===== config.mk =====
export PLATFORM = sky130hd
export DESIGN_NAME = eth_radio_stream_router
export DESIGN_NICKNAME = d
export VERILOG_FILES = /design/src/rtl/eth_radio_pkg.sv /design/src/rtl/chdr_pkt_rr_arbiter.sv /design/src/rtl/eth_radio_stream_router.sv
export SDC_FILE = /design/constraint.sdc
export NUM_CORES = 1
export LEC_CHECK = 0
export ABC_AREA = 1
export CAP_MARGIN = 15
export CORE_AREA = 2 2 261 263
export CTS_BUF_LIST = sky130_fd_sc_hd__clkbuf_8 sky130_fd_sc_hd__clkbuf_16
export CTS_CLUSTER_SIZE = 12
export DETAILED_ROUTE_END_ITERATION = 10
export DIE_AREA = 0 0 263 265
export RECOVER_POWER = 100
export SKIP_CTS_REPAIR_TIMING = 1
export SLEW_MARGIN = 15
export SYNTH_ARGS = -nofsm -noshare
export SYNTH_HDL_FRONTEND = slang
export SYNTH_SLANG_ARGS = --single-unit
export TNS_END_PERCENT = 1

===== constraint.sdc =====
create_clock -name clk -period 3.4 [get_ports clk]
set_clock_uncertainty 0.1 [all_clocks]
set_input_delay 0.51 -clock clk [delete_from_list [all_inputs] [get_ports clk]]
set_output_delay 0.51 -clock clk [all_outputs]
set_load 0.005 [all_outputs]

===== src/rtl/eth_radio_pkg.sv =====
// rtl/eth_radio_pkg.sv - CHDR packet types, header field offsets and route encodings
package eth_radio_pkg;

   localparam logic [2:0] PKT_MGMT    = 3'd0;
   localparam logic [2:0] PKT_STRS    = 3'd1;
   localparam logic [2:0] PKT_STRC    = 3'd2;
   localparam logic [2:0] PKT_CTRL    = 3'd4;
   localparam logic [2:0] PKT_DATA    = 3'd6;
   localparam logic [2:0] PKT_DATA_TS = 3'd7;

   localparam int HDR_TYPE_LSB = 53;
   localparam int HDR_TYPE_MSB = 55;
   localparam int HDR_LEN_LSB  = 16;
   localparam int HDR_LEN_MSB  = 31;
   localparam int HDR_EPID_LSB = 0;
   localparam int HDR_EPID_MSB = 15;

   typedef enum logic [1:0] {ROUTE_CTRL, ROUTE_TX, ROUTE_DROP} route_e;
   typedef enum logic [1:0] {IN_HDR, IN_PASS, IN_DROP} in_state_e;
   typedef enum logic {EG_IDLE, EG_GRANT} eg_state_e;

   // Type-only classification; data packets still need an EPID range check.
   function automatic route_e pkt_type_route(input logic [2:0] pkt_type);
      case (pkt_type)
         PKT_MGMT, PKT_STRS, PKT_STRC, PKT_CTRL: return ROUTE_CTRL;
         PKT_DATA, PKT_DATA_TS:                  return ROUTE_TX;
         default:                                return ROUTE_DROP;
      endcase
   endfunction

endpackage


===== src/rtl/chdr_pkt_rr_arbiter.sv =====
// rtl/chdr_pkt_rr_arbiter.sv - packet-granular round-robin merge of N CHDR streams
module chdr_pkt_rr_arbiter
   import eth_radio_pkg::*;
#(
   parameter int N      = 3,
   parameter int W      = 64,
   parameter int USER_W = 16
) (
   input  logic              clk,
   input  logic              rst_n,
   input  logic [N*W-1:0]    req_tdata,
   input  logic [N-1:0]      req_tlast,
   input  logic [N-1:0]      req_tvalid,
   output logic [N-1:0]      req_tready,
   output logic [W-1:0]      out_tdata,
   output logic [USER_W-1:0] out_tuser,
   output logic              out_tlast,
   output logic              out_tvalid,
   input  logic              out_tready
);

   localparam int PTR_W = (N > 1) ? $clog2(N) : 1;

   eg_state_e          state_q, state_d;
   logic [PTR_W-1:0]   ptr_q, ptr_d;
   logic               first_q, first_d;
   logic [USER_W-1:0]  len_q, len_d;

   logic               pick_vld;
   logic [PTR_W-1:0]   pick_idx;
   logic [USER_W-1:0]  hdr_len;
   logic               fire;

   // Search starts just after the last grantee so every requester gets a turn.
   always_comb begin
      pick_vld = 1'b0;
      pick_idx = '0;
      for (int i = 1; i <= N; i++) begin
         if (!pick_vld && req_tvalid[(int'(ptr_q) + i) % N]) begin
            pick_vld = 1'b1;
            pick_idx = PTR_W'((int'(ptr_q) + i) % N);
         end
      end
   end

   always_comb begin
      out_tdata  = req_tdata[ptr_q*W +: W];
      out_tlast  = req_tlast[ptr_q];
      hdr_len    = USER_W'(out_tdata[HDR_LEN_MSB:HDR_LEN_LSB]);
      out_tuser  = first_q ? hdr_len : len_q;
      out_tvalid = rst_n & (state_q == EG_GRANT) & req_tvalid[ptr_q];
      req_tready = '0;
      if (rst_n && state_q == EG_GRANT) begin
         req_tready[ptr_q] = out_tready;
      end
      fire = out_tvalid & out_tready;
   end

   always_comb begin
      state_d = state_q;
      ptr_d   = ptr_q;
      first_d = first_q;
      len_d   = len_q;
      case (state_q)
         EG_IDLE: begin
            if (pick_vld) begin
               state_d = EG_GRANT;
               ptr_d   = pick_idx;
               first_d = 1'b1;
            end
         end
         default: begin
            if (fire) begin
               if (first_q) begin
                  len_d = hdr_len;
               end
               first_d = 1'b0;
               if (out_tlast) begin
                  state_d = EG_IDLE;
               end
            end
         end
      endcase
   end

   always_ff @(posedge clk) begin
      if (!rst_n) begin
         state_q <= EG_IDLE;
         ptr_q   <= PTR_W'(N - 1);
         first_q <= 1'b1;
         len_q   <= '0;
      end else begin
         state_q <= state_d;
         ptr_q   <= ptr_d;
         first_q <= first_d;
         len_q   <= len_d;
      end
   end

endmodule


===== src/rtl/eth_radio_stream_router.sv =====
// rtl/eth_radio_stream_router.sv - CHDR ingress router to ctrl/tx/drop plus egress RR merge
module eth_radio_stream_router
   import eth_radio_pkg::*;
#(
   parameter int          CHDR_W    = 64,
   parameter int          USER_W    = 16,
   parameter int          NUM_CH    = 2,
   parameter logic [15:0] BASE_EPID = 16'h0002,
   parameter int          CNT_W     = 32
) (
   input  logic                     clk,
   input  logic                     rst_n,
   input  logic [CHDR_W-1:0]        e2v_tdata,
   input  logic [USER_W-1:0]        e2v_tuser,
   input  logic                     e2v_tlast,
   input  logic                     e2v_tvalid,
   output logic                     e2v_tready,
   output logic [CHDR_W-1:0]        ctrl_tdata,
   output logic                     ctrl_tlast,
   output logic                     ctrl_tvalid,
   input  logic                     ctrl_tready,
   output logic [NUM_CH*CHDR_W-1:0] tx_tdata,
   output logic [NUM_CH-1:0]        tx_tlast,
   output logic [NUM_CH-1:0]        tx_tvalid,
   input  logic [NUM_CH-1:0]        tx_tready,
   input  logic [CHDR_W-1:0]        resp_tdata,
   input  logic                     resp_tlast,
   input  logic                     resp_tvalid,
   output logic                     resp_tready,
   input  logic [NUM_CH*CHDR_W-1:0] rx_tdata,
   input  logic [NUM_CH-1:0]        rx_tlast,
   input  logic [NUM_CH-1:0]        rx_tvalid,
   output logic [NUM_CH-1:0]        rx_tready,
   output logic [CHDR_W-1:0]        v2e_tdata,
   output logic [USER_W-1:0]        v2e_tuser,
   output logic                     v2e_tlast,
   output logic                     v2e_tvalid,
   input  logic                     v2e_tready,
   output logic [CNT_W-1:0]         drop_cnt,
   output logic [NUM_CH*CNT_W-1:0]  tx_pkt_cnt
);

   localparam int CH_W = (NUM_CH > 1) ? $clog2(NUM_CH) : 1;

   in_state_e                in_state_q, in_state_d;
   route_e                   route_q, route_d;
   logic [CH_W-1:0]          ch_q, ch_d;
   logic [CNT_W-1:0]         drop_cnt_q, drop_cnt_d;
   logic [NUM_CH*CNT_W-1:0]  tx_pkt_cnt_q, tx_pkt_cnt_d;

   route_e                   hdr_route, cur_route;
   logic [15:0]              hdr_epid_ofs;
   logic [CH_W-1:0]          hdr_ch, cur_ch;
   logic                     sel_ready;
   logic                     e2v_fire;
   logic                     unused_e2v_tuser;

   assign unused_e2v_tuser = ^e2v_tuser;

   always_comb begin
      hdr_epid_ofs = e2v_tdata[HDR_EPID_MSB:HDR_EPID_LSB] - BASE_EPID;
      hdr_ch       = hdr_epid_ofs[CH_W-1:0];
      hdr_route    = pkt_type_route(e2v_tdata[HDR_TYPE_MSB:HDR_TYPE_LSB]);
      // Unsigned wrap makes EPIDs below BASE_EPID land out of range too.
      if (hdr_route == ROUTE_TX && hdr_epid_ofs >= 16'(NUM_CH)) begin
         hdr_route = ROUTE_DROP;
      end
      cur_route = (in_state_q == IN_HDR) ? hdr_route : route_q;
      cur_ch    = (in_state_q == IN_HDR) ? hdr_ch : ch_q;
   end

   always_comb begin
      case (cur_route)
         ROUTE_CTRL: sel_ready = ctrl_tready;
         ROUTE_TX:   sel_ready = tx_tready[cur_ch];
         default:    sel_ready = 1'b1;
      endcase
      e2v_tready  = rst_n & sel_ready;
      e2v_fire    = e2v_tvalid & e2v_tready;
      ctrl_tdata  = e2v_tdata;
      ctrl_tlast  = e2v_tlast;
      ctrl_tvalid = rst_n & e2v_tvalid & (cur_route == ROUTE_CTRL);
      tx_tdata    = {NUM_CH{e2v_tdata}};
      tx_tlast    = {NUM_CH{e2v_tlast}};
      tx_tvalid   = '0;
      for (int k = 0; k < NUM_CH; k++) begin
         tx_tvalid[k] = rst_n & e2v_tvalid & (cur_route == ROUTE_TX) & (cur_ch == CH_W'(k));
      end
   end

   always_comb begin
      in_state_d   = in_state_q;
      route_d      = route_q;
      ch_d         = ch_q;
      drop_cnt_d   = drop_cnt_q;
      tx_pkt_cnt_d = tx_pkt_cnt_q;
      if (e2v_fire) begin
         if (in_state_q == IN_HDR) begin
            route_d = hdr_route;
            ch_d    = hdr_ch;
            if (hdr_route == ROUTE_DROP && drop_cnt_q != '1) begin
               drop_cnt_d = drop_cnt_q + CNT_W'(1);
            end
            if (!e2v_tlast) begin
               in_state_d = (hdr_route == ROUTE_DROP) ? IN_DROP : IN_PASS;
            end
         end else if (e2v_tlast) begin
            in_state_d = IN_HDR;
         end
         for (int k = 0; k < NUM_CH; k++) begin
            if (e2v_tlast && cur_route == ROUTE_TX && cur_ch == CH_W'(k)) begin
               tx_pkt_cnt_d[k*CNT_W +: CNT_W] = tx_pkt_cnt_q[k*CNT_W +: CNT_W] + CNT_W'(1);
            end
         end
      end
   end

   always_ff @(posedge clk) begin
      if (!rst_n) begin
         in_state_q   <= IN_HDR;
         route_q      <= ROUTE_DROP;
         ch_q         <= '0;
         drop_cnt_q   <= '0;
         tx_pkt_cnt_q <= '0;
      end else begin
         in_state_q   <= in_state_d;
         route_q      <= route_d;
         ch_q         <= ch_d;
         drop_cnt_q   <= drop_cnt_d;
         tx_pkt_cnt_q <= tx_pkt_cnt_d;
      end
   end

   assign drop_cnt   = drop_cnt_q;
   assign tx_pkt_cnt = tx_pkt_cnt_q;

   // Requester 0 is the radio response stream, 1+k is rx[k].
   logic [(NUM_CH+1)*CHDR_W-1:0] arb_tdata;
   logic [NUM_CH:0]              arb_tlast;
   logic [NUM_CH:0]              arb_tvalid;
   logic [NUM_CH:0]              arb_tready;

   assign arb_tdata   = {rx_tdata, resp_tdata};
   assign arb_tlast   = {rx_tlast, resp_tlast};
   assign arb_tvalid  = {rx_tvalid, resp_tvalid};
   assign resp_tready = arb_tready[0];
   assign rx_tready   = arb_tready[NUM_CH:1];

   chdr_pkt_rr_arbiter #(
      .N      (NUM_CH + 1),
      .W      (CHDR_W),
      .USER_W (USER_W)
   ) u_egress_arb (
      .clk        (clk),
      .rst_n      (rst_n),
      .req_tdata  (arb_tdata),
      .req_tlast  (arb_tlast),
      .req_tvalid (arb_tvalid),
      .req_tready (arb_tready),
      .out_tdata  (v2e_tdata),
      .out_tuser  (v2e_tuser),
      .out_tlast  (v2e_tlast),
      .out_tvalid (v2e_tvalid),
      .out_tready (v2e_tready)
   );

endmodule


; Yosys cells after proc, flatten, opt, wreduce, memory -nomap -nowiden
; Cells that the tools add are included.
[word_totals]
regBits = 121
wordCells = 118
[classes]
addsub = 7
n_div = 3
order_cmp = 7
eq_ne = 11
shift = 1
mux = 41
n_bitwise = 13
reduce_logical = 25
[op_table]
columns = operator, count
row1 = $shiftx 192x9->64, 1
row2 = $add 32x1->32 const B, 3
row3 = $lt 32x4->1 const B, 3
row4 = $mod 32x3->32 const B, 3
row5 = $ne 32x32->1 const B, 1
row6 = $mux 1, 22
row7 = $mux 2, 9
row8 = $ge 16x2->1 const B, 1
row9 = $mux 16, 1
row10 = $sub 16x2->16 const B, 1
row11 = $and 1x1->1, 10
row12 = $bmux 1 s2, 5
row13 = $reduce_and 2->1, 5
row14 = $eq 3x3->1 const B, 3
row15 = $logic_and 1x1->1, 9
row16 = $add 2x2->3 const B, 2
row17 = $reduce_and 3->1, 2
row18 = $eq 2x1->1 const B, 2
row19 = $logic_not 2->1, 2
row20 = $ne 2x2->1 const B, 2
row21 = $pmux 2 s2, 1
row22 = $reduce_bool 2->1, 2
row23 = $reduce_or 4->1, 1
row24 = $add 2x1->3 const B, 1
row25 = 14 further kinds, 16

; Depth between registers and ports, before layout
[logic_depth]
ltp_word = 14
ltp_mapped = 22
ltp_nobuf = 21

; Hierarchy
; A second synthesis with hierarchy kept.
[hier_totals]
cells_unflattened = 1666
hier_area_um2 = 10490.1
[modules_own_cells]
columns = mod, n_inst, cells_each, area_each_um2
row1 = eth_radio_stream_router, 1, 1169, 7818.7
row2 = chdr_pkt_rr_arbiter, 1, 497, 2671.3

; Least setup slack after synthesis
; No wires, ideal clock.
[synth_timing]
path_type = input port to output port
from = in e2v_tdata[1]
to = out e2v_tready
arrival_time_ns = 2.010
required_ns = 2.790
slack_ns = 0.780
stages = 19
n_path_buf = 2
path_cell_list = inv_2 ha_1 inv_1 nor2_1 nand2_1 nor2_2 nand2_1 nand2_1 nand2_1 nor2_1 nand2_1 nand2_1 nand2_1 nand2_2 nand2_2 nor2_4 nor2_4 buf_6 buf_2
[synth_via]
elab_chain_cells = 8
[synth_rtl]
columns = item, line_no
row1 = from (decl), eth_radio_stream_router.sv:13  ; input logic [CHDR_W-1:0] e2v_tdata,
row2 = $sub 16x2->16 *, eth_radio_stream_router.sv:61  ; hdr_epid_ofs = e2v_tdata[HDR_EPID_MSB:HDR_EPID_LSB] - BASE_EPID;
row3 = $ge 16x2->1 *, eth_radio_stream_router.sv:65  ; if (hdr_route == ROUTE_TX && hdr_epid_ofs >= 16'(NUM_CH)) begin
row4 = $logic_and 1x1->1 *, eth_radio_stream_router.sv:65
row5 = $mux 2 *, eth_radio_stream_router.sv:65
row6 = $mux 2 *, n/a
row7 = $eq 2x1->1 or $logic_not 2->1 (tied branches), eth_radio_stream_router.sv:73  ; case (cur_route)
row8 = $pmux 1 s2 *, eth_radio_stream_router.sv:73
row9 = $and 1x1->1 *, eth_radio_stream_router.sv:78  ; e2v_tready = rst_n & sel_ready;
row10 = to (decl), eth_radio_stream_router.sv:17  ; output logic e2v_tready,
; Mark *: on every way between the ends. The rest lies on a longest branch, timed or not.

; Worst setup path after layout
[layout_timing]
from = reg u_egress_arb.ptr_q[1]
to = out v2e_tuser[9]
[layout_via]
elab_chain_cells = 2
[layout_rtl]
columns = item, line_no
row1 = from (decl), chdr_pkt_rr_arbiter.sv:25  ; logic [PTR_W-1:0] ptr_q, ptr_d;
row2 = from (signal assigned), chdr_pkt_rr_arbiter.sv:89  ; ptr_q <= PTR_W'(N - 1);
row3 = from (signal assigned), chdr_pkt_rr_arbiter.sv:94  ; ptr_q <= ptr_d;
row4 = $shiftx 192x9->64, chdr_pkt_rr_arbiter.sv:47  ; out_tdata = req_tdata[ptr_q*W +: W];
row5 = $mux 16, n/a
row6 = to (decl), eth_radio_stream_router.sv:35  ; output logic [USER_W-1:0] v2e_tuser,
; Every way passes these cells.

==> flow_summary.json <==
{
  "power_mw": 7.23,
  "root_buffer": "clkbuf_16",
  "max_freq_mhz": 291,
  "viasPerCell": 4.23,
  "dr.pass1.iters": 6,
  "clkTransAtPathRegs_ns": 0.07,
  "cp_max_fo": 27,
  "die-area_sq_um": 69700,
  "yosysUniqueCellTypes": 34,
  "grt_pass1_vias": 11194,
  "synth.area.top_cells": "dfxtp_1 (23%), buf_4 (15%), nand2_1 (13%), o21ai_0 (8.2%), nand4_1 (6.9%)",
  "synth_warnings": 0,
  "ys_async_sr_fraction_pct": 0,
  "initialDrtViolationCount": 733,
  "numCtsBuffers": 17,
  "track_usage_pct": 14.3,
  "drc": 0,
  "htreeDepth": 4,
  "endpoint_kind": "output port",
  "outcome": "finished, violations left",
  "cp_data_required_time_ns": 2.79,
  "p_per_area_nw_per_um2": 464,
  "vias": 11876,
  "core_sq_um": 66800,
  "grt_max_degree": 101,
  "final_nets": 2217,
  "ir_drop_mv": 0.317,
  "detail-route-antenna-nets": 0,
  "grt_setup_unrepaired": "yes",
  "place_congestion": 0.895,
  "synthesis.nets": 1949,
  "io_buffers": 469,
  "dpl.hpwl_mm": 41.8,
  "drive_above_1_share_pct": 6.35,
  "antenna_found_initial": 2,
  "place_ws_ns": -0.353,
  "multi_input_area_sq_um": 5750,
  "arrival_ns": 2.82,
  "placed_cells": 2776,
  "wire_per_inst_um": 18.3,
  "synth-main-ff-cell": "dfxtp_1",
  "holdWs_ns": 0.235,
  "synth_edf_count": 0,
  "cp-start-kind": "flip-flop",
  "ctsLongestPathBuffers": 2,
  "worst_slew_pin_slew_ns": 1.03,
  "cts_tree": "built",
  "p_leak_nw": 5.99,
  "hold_class": "input pin to flip-flop",
  "finalMaxSlewViolations": 0,
  "die_h_um": 265,
  "tns_ns": -0.0345,
  "clk_latency_ns": 0.48,
  "fill_cells": 7518,
  "grt_overflow": 0,
  "critPathKind": "flip-flop to output port",
  "diodes": 0,
  "synthCells": 1656,
  "relSlewSlack_pct": 31.4,
  "layout_worst_path_cycle_share_pct": 101,
  "ys_seq_area_share_pct": 23.3,
  "clock-sinks": 121,
  "maxCapViolCount": 0,
  "syn_to_final_growth_pct": 50.3,
  "yosys.area.top_type_share_pct": 23.3,
  "min_period_ns": 3.43,
  "routed_wl_mm": 51.4,
  "worst_slack_ns": -0.0345,
  "initial_core_util_pct": 15.5,
  "rows": 95,
  "ys_seq_elements": 121,
  "violations": "setup timing",
  "io-pin-count": 666,
  "synth_area_per_cell_sq_um": 6.27,
  "grt_pass1_wl_mm": 74.1,
  "die_w_um": 263,
  "register_area_sq_um": 2420,
  "syn_area_sq_um": 10400,
  "synth_area_leader_cell": "dfxtp_1",
  "setup_viol": 1,
  "final_cells": 2810,
  "final_hold_viol_count": 0
}
## flip-flops by register name, summed over array words and instances (netlist names)
name	cells
u_egress_arb.ptr_q	2
in_state_q	2
u_egress_arb.state_q	1
tx_pkt_cnt	64
u_egress_arb.len_q	16
route_q	2
u_egress_arb.first_q	1
ch_q	1
drop_cnt	32
## final cells by class
class | instances | share of cell area [%]
multi-input cells | 1150 | 36.8
well taps | 873 | 7.00
clock inverters | 13 | 1.22
flip-flops and latches | 121 | 15.5
inverters | 101 | 2.44
repair buffers | 533 | 34.1
clock buffers | 19 | 2.90
## kinds of logic (layout without fill, tap and decap cells)
group	count (synthesis)	count (layout)	share of synthesized area (%)
compound gates	292	292	14.3
xor+xnor	91	91	7.68
fa+ha+maj	7	7	0.844
buf+inv	385	666	21.6
flops	121	121	23.3
simple gates	760	760	32.3
## synth_stat cells, drive strengths merged, types with 2 or more instances
| cell | instances |
|---|---|
| a21oi | 115 |
| a32oi | 2 |
| buf | 227 |
| clkbuf | 57 |
| dfxtp | 121 |
| ha | 7 |
| inv | 101 |
| nand2 | 366 |
| nand3 | 17 |
| nand3b | 3 |
| nand4 | 115 |
| nor2 | 189 |
| nor3 | 44 |
| nor4 | 24 |
| o21ai | 172 |
| or2 | 2 |
| xnor2 | 21 |
| xor2 | 70 |
## power by group
part | internal [mW] | switching, mW | total, mW
registers | 1.46 | 0.0304 | 1.49
logic | 1.57 | 2.08 | 3.65
clock network | 1.27 | 0.817 | 2.09
total | 4.31 | 2.93 | 7.23
## routing by layer
| metal | track usage, % | vias to the layer above | wire length, um |
|---|---|---|---|
| met5 | 0 | - | 0 |
| met4 | 7.77 | 0 | 2460 |
| met3 | 5.41 | 99 | 4960 |
| met2 | 22.2 | 511 | 22900 |
| met1 | 17.1 | 5417 | 21100 |
| li1 | - | 5849 | - |
## metrics by stage
stage	cell area [sq um]	util (%)
after detailed placement	14900	22.3
after CTS	15600	23.3
final	15600	23.3
after floorplan	10400	-
after global placement	14900	22.3
after global routing	15600	23.3
## worst paths after layout
check | from | to | slack (ns) | cells past startpoint
worst min-delay path | rst_n | route_q[1] | 0.23 | 2
worst max register to register | drop_cnt[0] | drop_cnt[1] | 0.64 | 13
worst min register to register | u_egress_arb.len_q[7] | u_egress_arb.len_q[7] | 0.35 | 2
worst max-delay path | u_egress_arb.ptr_q[1] | v2e_tuser[9] | -0.03 | 6
## worst max-delay path, cell delays in order (launching register included)
cell and delay (ns):
dfxtp_1 0.34, inv_2 0.41, o21ai_0 0.32, o21ai_0 0.34
nand2_1 0.08, o21ai_0 0.11, clkdlybuf4s50_1 0.71
## cell usage in the layout (no fill, tap or decap), drive strengths merged, types with 3 or more instances in the layout
master         Yosys  final
ha                 7      7
xor2              70     70
nor2             189    189
nand4            115    115
bufinv             0      4
nand2            366    366
nor3              44     44
clkdlybuf4s50      0    300
dfxtp            121    121
a21oi            115    115
o21ai            172    172
nor4              24     24
dlymetal6s2s       0     17
buf              227     61
dlygate4sd3        0    145
clkbuf            57     29
nand3b             3      3
clkinvlp           0      3
xnor2             21     21
clkinv             0      3
nand3             17     17
inv              101    104
Power figures use the tool's default switching activity.
